`src/rtl/plab4_net_router_input_ctrl_sep.sv`:
```
// plab4_net_router_input_ctrl_sep
//   Input-side controller for one ring-router input port. Buffers incoming
//   messages with their security-domain bit in a small FIFO. Routes the head
//   message west (p0), to the terminal (p1) or east (p2) by shortest ring
//   distance, with a tie going east. Raises a single request with the head
//   domain and dequeues when the requested output controller grants.
//
// Ports:
//   clk, reset                      clock, async active-high reset
//   in_val/in_rdy/in_msg/in_domain  upstream enqueue interface
//   reqs_p{0,1,2}                   one-hot (or zero) requests to output ctrls
//   reqs_p{0,1,2}_domain            head domain on the asserted request only
//   grants_p{0,1,2}                 grants from output ctrls
//   out_msg/out_domain              head entry driven to the crossbar
module plab4_net_router_input_ctrl_sep #(
  parameter int p_router_id   = 0,
  parameter int p_num_routers = 8,
  parameter int p_msg_nbits   = 44,
  parameter int p_dest_nbits  = 3,
  parameter int p_num_entries = 2
) (
  input  logic                   clk,
  input  logic                   reset,

  input  logic                   in_val,
  output logic                   in_rdy,
  input  logic [p_msg_nbits-1:0] in_msg,
  input  logic                   in_domain,

  output logic                   reqs_p0,
  output logic                   reqs_p1,
  output logic                   reqs_p2,
  output logic                   reqs_p0_domain,
  output logic                   reqs_p1_domain,
  output logic                   reqs_p2_domain,

  input  logic                   grants_p0,
  input  logic                   grants_p1,
  input  logic                   grants_p2,

  output logic [p_msg_nbits-1:0] out_msg,
  output logic                   out_domain
);

  localparam int c_ptr_w = (p_num_entries > 1) ? $clog2(p_num_entries) : 1;
  localparam int c_cnt_w = $clog2(p_num_entries + 1);

  localparam logic [p_dest_nbits-1:0] c_id   = p_dest_nbits'(p_router_id);
  localparam logic [p_dest_nbits-1:0] c_half = p_dest_nbits'(p_num_routers / 2);
  localparam logic [c_cnt_w-1:0]      c_full = c_cnt_w'(p_num_entries);

  typedef enum logic [1:0] {
    ROUTE_P0,
    ROUTE_P1,
    ROUTE_P2
  } route_t;

  logic [p_msg_nbits-1:0]  buf_msg [p_num_entries];
  logic [p_num_entries-1:0] buf_domain;

  logic [c_ptr_w-1:0] enq_ptr;
  logic [c_ptr_w-1:0] deq_ptr;
  logic [c_cnt_w-1:0] count;

  logic                    empty;
  logic                    enq;
  logic                    deq;
  logic [p_msg_nbits-1:0]  head_msg;
  logic                    head_domain;
  logic [p_dest_nbits-1:0] head_dest;
  logic [p_dest_nbits-1:0] fwd;
  route_t                  route;

  assign empty  = (count == '0);
  assign in_rdy = (count != c_full);
  assign enq    = in_val && in_rdy;

  assign head_msg    = buf_msg[deq_ptr];
  assign head_domain = buf_domain[deq_ptr];
  assign head_dest   = head_msg[p_msg_nbits-1 -: p_dest_nbits];

  // Forward ring distance; the subtraction wraps naturally in dest width
  // because the ring size is a power of two.
  assign fwd = head_dest - c_id;

  always_comb begin
    route = ROUTE_P0;
    if (fwd == '0)
      route = ROUTE_P1;
    else if (fwd <= c_half)
      route = ROUTE_P2;
  end

  always_comb begin
    reqs_p0 = 1'b0;
    reqs_p1 = 1'b0;
    reqs_p2 = 1'b0;
    if (!empty) begin
      case (route)
        ROUTE_P1: reqs_p1 = 1'b1;
        ROUTE_P2: reqs_p2 = 1'b1;
        default:  reqs_p0 = 1'b1;
      endcase
    end
  end

  assign reqs_p0_domain = reqs_p0 && head_domain;
  assign reqs_p1_domain = reqs_p1 && head_domain;
  assign reqs_p2_domain = reqs_p2 && head_domain;

  assign out_msg    = head_msg;
  assign out_domain = !empty && head_domain;

  // Requests are zero when empty, so a grant while empty never dequeues.
  assign deq = (reqs_p0 && grants_p0) || (reqs_p1 && grants_p1)
            || (reqs_p2 && grants_p2);

  always_ff @(posedge clk or posedge reset) begin
    if (reset) begin
      count   <= '0;
      enq_ptr <= '0;
      deq_ptr <= '0;
    end else begin
      if (enq)
        enq_ptr <= enq_ptr + 1'b1;
      if (deq)
        deq_ptr <= deq_ptr + 1'b1;
      case ({enq, deq})
        2'b10:   count <= count + 1'b1;
        2'b01:   count <= count - 1'b1;
        default: count <= count;
      endcase
    end
  end

  // Storage needs no reset; validity is tracked by count.
  always_ff @(posedge clk) begin
    if (enq) begin
      buf_msg[enq_ptr]    <= in_msg;
      buf_domain[enq_ptr] <= in_domain;
    end
  end

endmodule

```
`config.mk`:
```
export PLATFORM = sky130hd
export DESIGN_NAME = plab4_net_router_input_ctrl_sep
export DESIGN_NICKNAME = d
export VERILOG_FILES = /design/src/rtl/plab4_net_router_input_ctrl_sep.sv
export SDC_FILE = /design/constraint.sdc
export NUM_CORES = 1
export LEC_CHECK = 0
export CAP_MARGIN = 30
export CELL_PAD_IN_SITES_DETAIL_PLACEMENT = 1
export CELL_PAD_IN_SITES_GLOBAL_PLACEMENT = 2
export CORE_UTILIZATION = 36
export DETAILED_ROUTE_END_ITERATION = 16
export PLACE_DENSITY = 0.84
export SYNTH_ARGS = -nofsm -noshare
export SYNTH_HDL_FRONTEND = slang
export SYNTH_SLANG_ARGS = --single-unit
```
`constraint.sdc`:
```
create_clock -name clk -period 9.1 [get_ports clk]
set_clock_uncertainty 0.2 [all_clocks]
set_input_delay 2.73 -clock clk [delete_from_list [all_inputs] [get_ports clk]]
set_output_delay 2.73 -clock clk [all_outputs]
set_load 0.01 [all_outputs]
```
# Yosys cells after proc, flatten, opt, wreduce, memory -nomap -nowiden
# Memories as Yosys holds them, arrays and structs flattened.
# Cells that the tools add are included.
# word_totals
regBits,6
ram_bits,88
in_bits,51
out_inout_bits,52
word_cells,50
n_memories,1
# mem_list
memory,words,width,rd,rd_clocked_by_memory_dff,write_ports,line,text
buf_msg,2,44,1,0,1,58,logic [p_msg_nbits-1:0] buf_msg [p_num_entries];
# classes
addsub,4
magnitude_cmp,4
n_eq_ne,5
muxes,16
reduce_logical,16
# op_table
op,count
$mux 1,11
$logic_and 1x1->1,9
$eq 2x1->1 const B,2
$eq 2x2->1 const B,2
$lt 1x2->1 const B,2
$mux 2,2
$pmux 2 s2,1
$le 3x3->1 const B,1
$logic_not 3->1,1
$add 1x1->1 const B,2
$add 2x1->2 const B,1
$bwmux 2,1
$logic_not 2->1,1
$logic_or 1x1->1,2
$ne 2x2->1 const B,1
$reduce_bool 2->1,1
$reduce_or 2->1,1
$sub 2x1->2 const B,1
$demux 1 s1,1
$ge 1x1->1 const B,1
$logic_not 1->1,1

# Longest topological paths before layout
# Gate-level depths: netlist of the first run.
# An unclocked memory read counts as a cell.
# depth
depth_word,13
depth_mapped,11

# Worst setup path before layout of the first run
# No wires, ideal clock.
# synth_timing
path_type,input to register
start,input port in_val
end,"register buf_domain[0], enable pin"
setup_ps,448
arrival_ps,4718
required_time_ps,8452
setup_slack_ps,3734
cell_stages,2
n_path_buf,0
path_cell_list,nand2_1 -> nor2_1
# synth_between
elab_chain_len,1
# synth_rtl
item,line,text
"start, declared",25,"input logic in_val,"
$logic_and 1x1->1,76,assign enq = in_val && in_rdy;
"end signal, assigned by index",140,buf_domain[enq_ptr] <= in_domain;
"end, declared",59,logic [p_num_entries-1:0] buf_domain;
# No other way between the ends.
# A chain may end at the register's enable or synchronous reset.

# Final worst setup path of the first run
# layout_timing
start,register deq_ptr
end,output port reqs_p1
# layout_between
elab_chain_len,7
# layout_rtl
item,line,text
"start, declared",62,logic [c_ptr_w-1:0] deq_ptr;
"start signal, assigned",127,deq_ptr <= deq_ptr + 1'b1;
$mem_v2 2x44 *,n/a,
$le 3x3->1,90,else if (fwd <= c_half)
$mux 2,90,
$mux 2 *,88,if (fwd == '0)
$eq 2x1->1 *,99,case (route)
$mux 1 *,99,
$mux 1 *,98,if (!empty) begin
"end, declared",31,"output logic reqs_p1,"
# Mark *: on every way between the ends. The rest lies on a longest branch, timed or not.

==> results of run 1 <==
power by group through the flow:
stage	sequential, W	clock [W]	combinational [W]
after floorplan	0.000625	0	0.000333
after global routing	0.000655	0.000320	0.000630
after CTS	0.000644	0.000306	0.000601
after global placement	0.000667	0	0.000551
after detailed placement	0.000653	0	0.000596
final	0.000641	0.000295	0.000586
cell type report:
class,instances,area [µm²],area share
Sequential cell,94,2804,0.5643
Timing Repair Buffer,105,1076,0.2166
Multi-Input combinational cell,69,699.4,0.1408
Tap cell,129,161.4,0.03249
Clock buffer,11,131.4,0.02644
Clock inverter,5,85.08,0.01712
Inverter,3,11.26,0.002266
logic make-up (layout without fill, tap and decap cells):
group                      count (synthesis)  in the layout
AOI/OAI and AO/OA                          1              1
xor gates and xnor gates                   5              5
adders and majority gates                  3              3
buffers and inverters                      8            124
DFF                                       94             94
muxes                                     45             45
and+or+nand+nor                           15             15
metrics by stage:
stage	util	area, µm²
6_report	0.5277	4969
5_1_grt	0.5277	4969
4_1_cts	0.5277	4969
3_5_place_dp	0.5047	4752
3_3_place_gp	0.4997	4705
2_1_floorplan	-	3571
critical path, delay by kind of cell (launching register included):
family	cells	cell delay, ns
adders and majority gates	1	0.19
buffers and inverters	2	0.83
DFF	1	0.75
muxes	1	0.34
and+or+nand+nor	2	0.29
metal layers:
layer  GRT usage  part of all wire  up-vias
met2      0.2406              0.52       68
met1      0.1620              0.42      961
met4     0.04682            0.0056        0
met5           0                 0        -
met3     0.03727             0.056        4
li1            -                 -      882
synthesized netlist by cell type:
master    number  area [µm²]
mux2_4         2       30.03
and2_1         3       18.77
xnor2_1        3       26.28
nand2b_1       1       6.260
ha_1           3       37.54
mux2i_1        1       10.01
xor2_1         2       17.52
mux2_2        42       473.0
a222oi_1       1       10.01
buf_6          1       11.26
nand2_1        1       3.750
inv_1          3       11.26
nor2_4         1       11.26
nor2_2         1       6.260
edfxtp_1      90        2703
clkbuf_8       4       55.05
nor2_1         4       15.01
dfrtp_1        4       100.1
nor2b_1        3       18.77
and3_1         1       6.260
final timing paths:
kind                                         to            startpoint  slack (ns)
hold reg to reg            count[1]$_DFFE_PP0P_  count[1]$_DFFE_PP0P_        0.30
hold / removal             count[1]$_DFFE_PP0P_  count[1]$_DFFE_PP0P_        0.30
min in group asynchronous   enq_ptr$_DFFE_PP0P_                 reset        2.36
setup reg to reg           count[1]$_DFFE_PP0P_   deq_ptr$_DFFE_PP0P_        6.01
max in group asynchronous   deq_ptr$_DFFE_PP0P_                 reset        6.16
setup / recovery                        reqs_p1   deq_ptr$_DFFE_PP0P_        3.44
registers in the layout (all words and copies together), names as in the netlist:
name,flops
buf_msg,88
buf_domain,2
deq_ptr,1
count,2
enq_ptr,1
==> impl_results.md, run 1 <==
* Outcome: finished, final reports clean
* Largest net degree at the start of global routing at 25
* Critical Path AT at 2.73 ns
* Vias in the first global route at 2012
* Setup WS pre-CTS at 3.763 ns
* Postcts setup bufs at 0
* Htree depth at 3
* Average size of a mapped cell at 20.88 µm²
* Clock network fraction of total power at 0.194
* Diode count at 0
* Internal power at 0.001089 W
* Synth Cell Area at 3571 µm²
* Clock Path Buffers at 2
* Detailed Route Iter0 Violations at 54
* #FFs+latches synth at 94
* Simple-gate portion of the synthesized area at 0.02418
* Largest family of logic cells by synthesized area: multiplexers
* Inserted Clock Buffers at 9
* Slew @ Worst Pin at 0.6748 ns
* Syn. warnings at 0
* Clk Latency, worst-skew pair at 0.34 ns
* Power Dens Cells at 306.4 nW/µm²
* Largest fanout on the critical path at 24
* Combinational power share at 0.385
* Multiplexer share of the synthesized area at 0.1437
* Crit path kind: flip-flop to primary output
* RSZ-0062 raised after global routing: no
* Hold buffers post-CTS at 0
* Switching Share at 0.2846
* Via count at 1915
* Num rows at 35
* Peak supply drop at 118.9 µV
* Routability Congestion at 0.6465
* Initial Util at 0.3793
* Nets at 336
* Fin Setup TNS at 0 ns
* Placed Cells at 400
* Worst hold stages at 1
* Share of cells above drive strength 1 at 0.2300
* Worst slew margin at 0.5490
* I/O pin count at 103
* Initial antenna violation count at 0
* Sequential share of the synthesized area at 0.7849
* Psw at 0.0004333 W
* Total Die Area at 10320 µm²
* LEAKAGE at 1.692 nW
* Core ar. at 9415 µm²
* Slowest-stage cell, CP: dfrtp_2
* Sequential share of power at 0.421
* Most frequent cells in the layout: 102 x clkdlybuf4s50_1, 90 x edfxtp_1, 42 x mux2_2
* First-pass DRT Iterations at 4
* First-pass GRT wire length at 10270 µm
* Port bufs at 102
* Final number of hold-violating endpoints at 0
* CTS tree: built
* Final setup viols at 0
* Maximum clock rate at 176.6 MHz
* Die span in y at 101.6 µm
* Final hold slack at 0.3036 ns
* Unique masters post-synth at 20
* Number of max-cap violations at 0
* Drc violations at 0
* DP HPWL at 4708 µm
* Crit end category: primary output
* Most common cell after layout, fill and taps aside: clkdlybuf4s50_1
* Clock sinks at 94
* Crit path cell chain: buf_12 > mux2_4 > nor2_4 > ha_1 > nor2b_1 > clkdlybuf4s50_1
* Hold WC Path Type: flip-flop to flip-flop
* Non-filler instance count after layout at 416
* Die width at 101.6 µm
* Startpoint Class: flip-flop
* Pins Over Slew Limit at 0
* Syn nets at 225
* Cell count after synthesis at 171
* Clock-pin slew on the worst setup and hold paths at 0.08 ns
* XOR/XNOR Fraction of Synth Area at 0.01226
* WL per Instance at 16.27 µm
* R2R cell count at 10
* Overall routed net length at 6770 µm
* Setup slack after layout at 3.438 ns
* Area Growth Syn to Fin at 39.14%
* Compound-Gate Fraction of Synth Area at 0.002803
* WP data required at 6.17 ns
* Overall routing resource usage at 0.1371
* Minimum clock period at 5.662 ns
* Cts repair resizes at 0
* ANT nets after route at 0
* Synth Area in Adders at 0.01051
* Tot Pwr at 0.001522 W
* Global route overflow at 0
* Filler cells at 899
* Via density at 4.603
* Root Buffer: clkbuf_8
* Final Cycle Share at 0.6222
* CP peak stage delay at 0.75 ns
Power figures use the tool's default switching activity.
==> run 2: changes to the inputs <==
CORE_UTILIZATION = 34   (was 36)
PLACE_DENSITY = 0.8   (was 0.84)
clock period = 5.5 ns   (was 9.1 ns; I/O delays follow)
==> run 2 against run 1 <==
  * Cell count up 1.4%
  * Combinational power up 65%
  * Total power up 61%
  * Sequential share of layout area up 0.56 points
  * Routed wire length up 2.3%
  * Count of clock-buffer cells in the layout down 1
  * Register-to-register slack worse by 3.3 ns
  * Hold slack better by 0.012 ns
  * Worst setup slack worse by 2.3 ns
==> impl_results.md, run 2 (same netlist as run 1, synthesis figures left out) <==
* Outcome: finished, final reports clean
* Regs by FF count: buf_msg (88), buf_domain (2), count (2)
* Hold WC Path Type: flip-flop to flip-flop
* Area Growth Syn to Fin at 37.77%
* Worst slew margin at 0.4188 (-0.1302)
* Cts repair resizes at 0 (unchanged)
* Max reg flops at 88 (unchanged)
* Num rows at 37 (+5.7%)
* Vias in the first global route at 2097 (+4.2%)
* Minimum clock period at 4.327 ns
* Crit end category: primary output
* WL per Instance at 16.42 µm (+0.88%)
* Largest fanout on the critical path at 22 (-8.3%)
* Peak supply drop at 196.7 µV (+65%)
* Maximum clock rate at 231.1 MHz
* Initial Util at 0.3490 (-0.03024)
* Via count at 1910 (-0.26%)
* Overall routing resource usage at 0.1337 (-0.003342)
* Most frequent cells in the layout: 102 x clkdlybuf4s50_1, 90 x edfxtp_1, 42 x mux2_2
* First-pass GRT wire length at 10930 µm (+6.4%)
* Reg2Reg Setup Slack at 2.67 ns (-3.34 ns)
* Share of cells above drive strength 1 at 0.2238 (-0.006189)
* Root Buffer: clkbuf_8
* First-pass DRT Iterations at 6 (+2)
* Final Cycle Share at 0.7867
* Port bufs at 102 (unchanged)
* Final number of hold-violating endpoints at 0 (unchanged)
* Clock sinks at 94 (unchanged)
* RSZ-0062 raised after global routing: no
* Power Dens Cells at 497.8 nW/µm² (+62%)
* ANT nets after route at 0 (unchanged)
* Final setup viols at 0 (unchanged)
* Postcts setup bufs at 0 (unchanged)
* Via density at 4.526 (-1.7%)
* Drc violations at 0 (unchanged)
* LEAKAGE at 1.671 nW (-1.2%)
* Detailed Route Iter0 Violations at 71 (+31%)
* Fin Setup TNS at 0 ns (unchanged)
* Number of max-cap violations at 0 (unchanged)
* Htree depth at 3 (unchanged)
* Global route overflow at 0 (unchanged)
* Tot Pwr at 0.002449 W (+61%)
* Filler cells at 975 (+8.5%)
* Total Die Area at 10920 µm² (+5.8%)
* Clock-pin slew on the worst setup and hold paths at 0.09 ns (about the same)
* Diode count at 0 (unchanged)
* Crit path kind: flip-flop to primary output
* Die width at 104.5 µm (+2.8%)
* DP HPWL at 4830 µm (+2.6%)
* Non-filler instance count after layout at 422 (+1.4%)
* Routability Congestion at 0.6892 (+6.6%)
* Final hold slack at 0.3158 ns (+0.01215 ns)
* Worst hold stages at 1 (unchanged)
* RR Endpoint: count[1]$_DFFE_PP0P_
* Placed Cells at 407 (+1.8%)
* Nets at 336 (unchanged)
* Most common cell after layout, fill and taps aside: clkdlybuf4s50_1
* Largest net degree at the start of global routing at 30 (+20%)
* Die span in y at 104.5 µm (+2.8%)
* Worst r2r src: deq_ptr$_DFFE_PP0P_
* WP data required at 3.65 ns (-2.52 ns)
* Startpoint Class: flip-flop
* Slew @ Worst Pin at 0.8697 ns (+0.1949 ns)
* Overall routed net length at 6928 µm (+2.3%)
* Critical Path AT at 2.48 ns (-0.25 ns)
* Clock Path Buffers at 2 (unchanged)
* I/O pin count at 103 (unchanged)
* R2R cell count at 9 (-1)
* CTS tree: built
* Clk Latency, worst-skew pair at 0.34 ns (about the same)
* Initial antenna violation count at 0 (unchanged)
* Inserted Clock Buffers at 9 (unchanged)
* Pins Over Slew Limit at 0 (unchanged)
* WHS Endpoint: count[1]$_DFFE_PP0P_
* Hold path start: count[1]$_DFFE_PP0P_
* Hold buffers post-CTS at 0 (unchanged)
* Biggest register: buf_msg
* Core ar. at 10230 µm² (+8.7%)
-- run 2: routing by layer --
metal | track usage | part of all wire
met2 | 0.2271 | 0.51
met5 | 0 | 0
met1 | 0.1628 | 0.43
met4 | 0.05510 | 0.014
met3 | 0.03195 | 0.045
-- run 2: through the flow --
step | util | cell area (µm²) | setup WS, ns
floorplan | - | 3571 | 1.214
global placement | 0.4614 | 4721 | 1.567
detailed placement | 0.4634 | 4741 | 1.535
CTS | 0.4809 | 4920 | 1.163
global route | 0.4809 | 4920 | 1.068
finish | 0.4809 | 4920 | 1.173
-- run 2: worst max path at each step --
stage,startpoint,endpoint
5_1_grt,deq_ptr$_DFFE_PP0P_,reqs_p2
2_1_floorplan,in_val,buf_domain[0]$_DFFE_PP_
6_report,deq_ptr$_DFFE_PP0P_,reqs_p1
3_3_place_gp,in_val,buf_msg[0][33]$_DFFE_PP_
3_5_place_dp,in_val,buf_msg[0][25]$_DFFE_PP_
4_1_cts,deq_ptr$_DFFE_PP0P_,reqs_p0
-- run 2: worst max-delay path, stage by stage, from the launching register on --
cell and delay (ns):
dfrtp_2 0.72, mux2_4 0.37, nor2_4 0.12, ha_1 0.20, nor2b_1 0.17, clkdlybuf4s50_1 0.55
-- run 2: final cells by class --
class                           count  area, µm²  area share
Clock buffer                       10      127.6     0.02594
Clock inverter                      5      51.30     0.01043
Inverter                            3      11.26    0.002289
Multi-Input combinational cell     69      699.4      0.1422
Sequential cell                    94       2804      0.5699
Tap cell                          136      170.2     0.03459
Timing Repair Buffer              105       1056      0.2146
-- run 2: power breakdown --
part | total, W | switching, W | internal, W
sequential | 0.00106 | 0.0000776 | 0.000981
clock | 0.000427 | 0.000222 | 0.000205
combinational | 0.000964 | 0.000413 | 0.000551
total | 0.00245 | 0.000712 | 0.00174
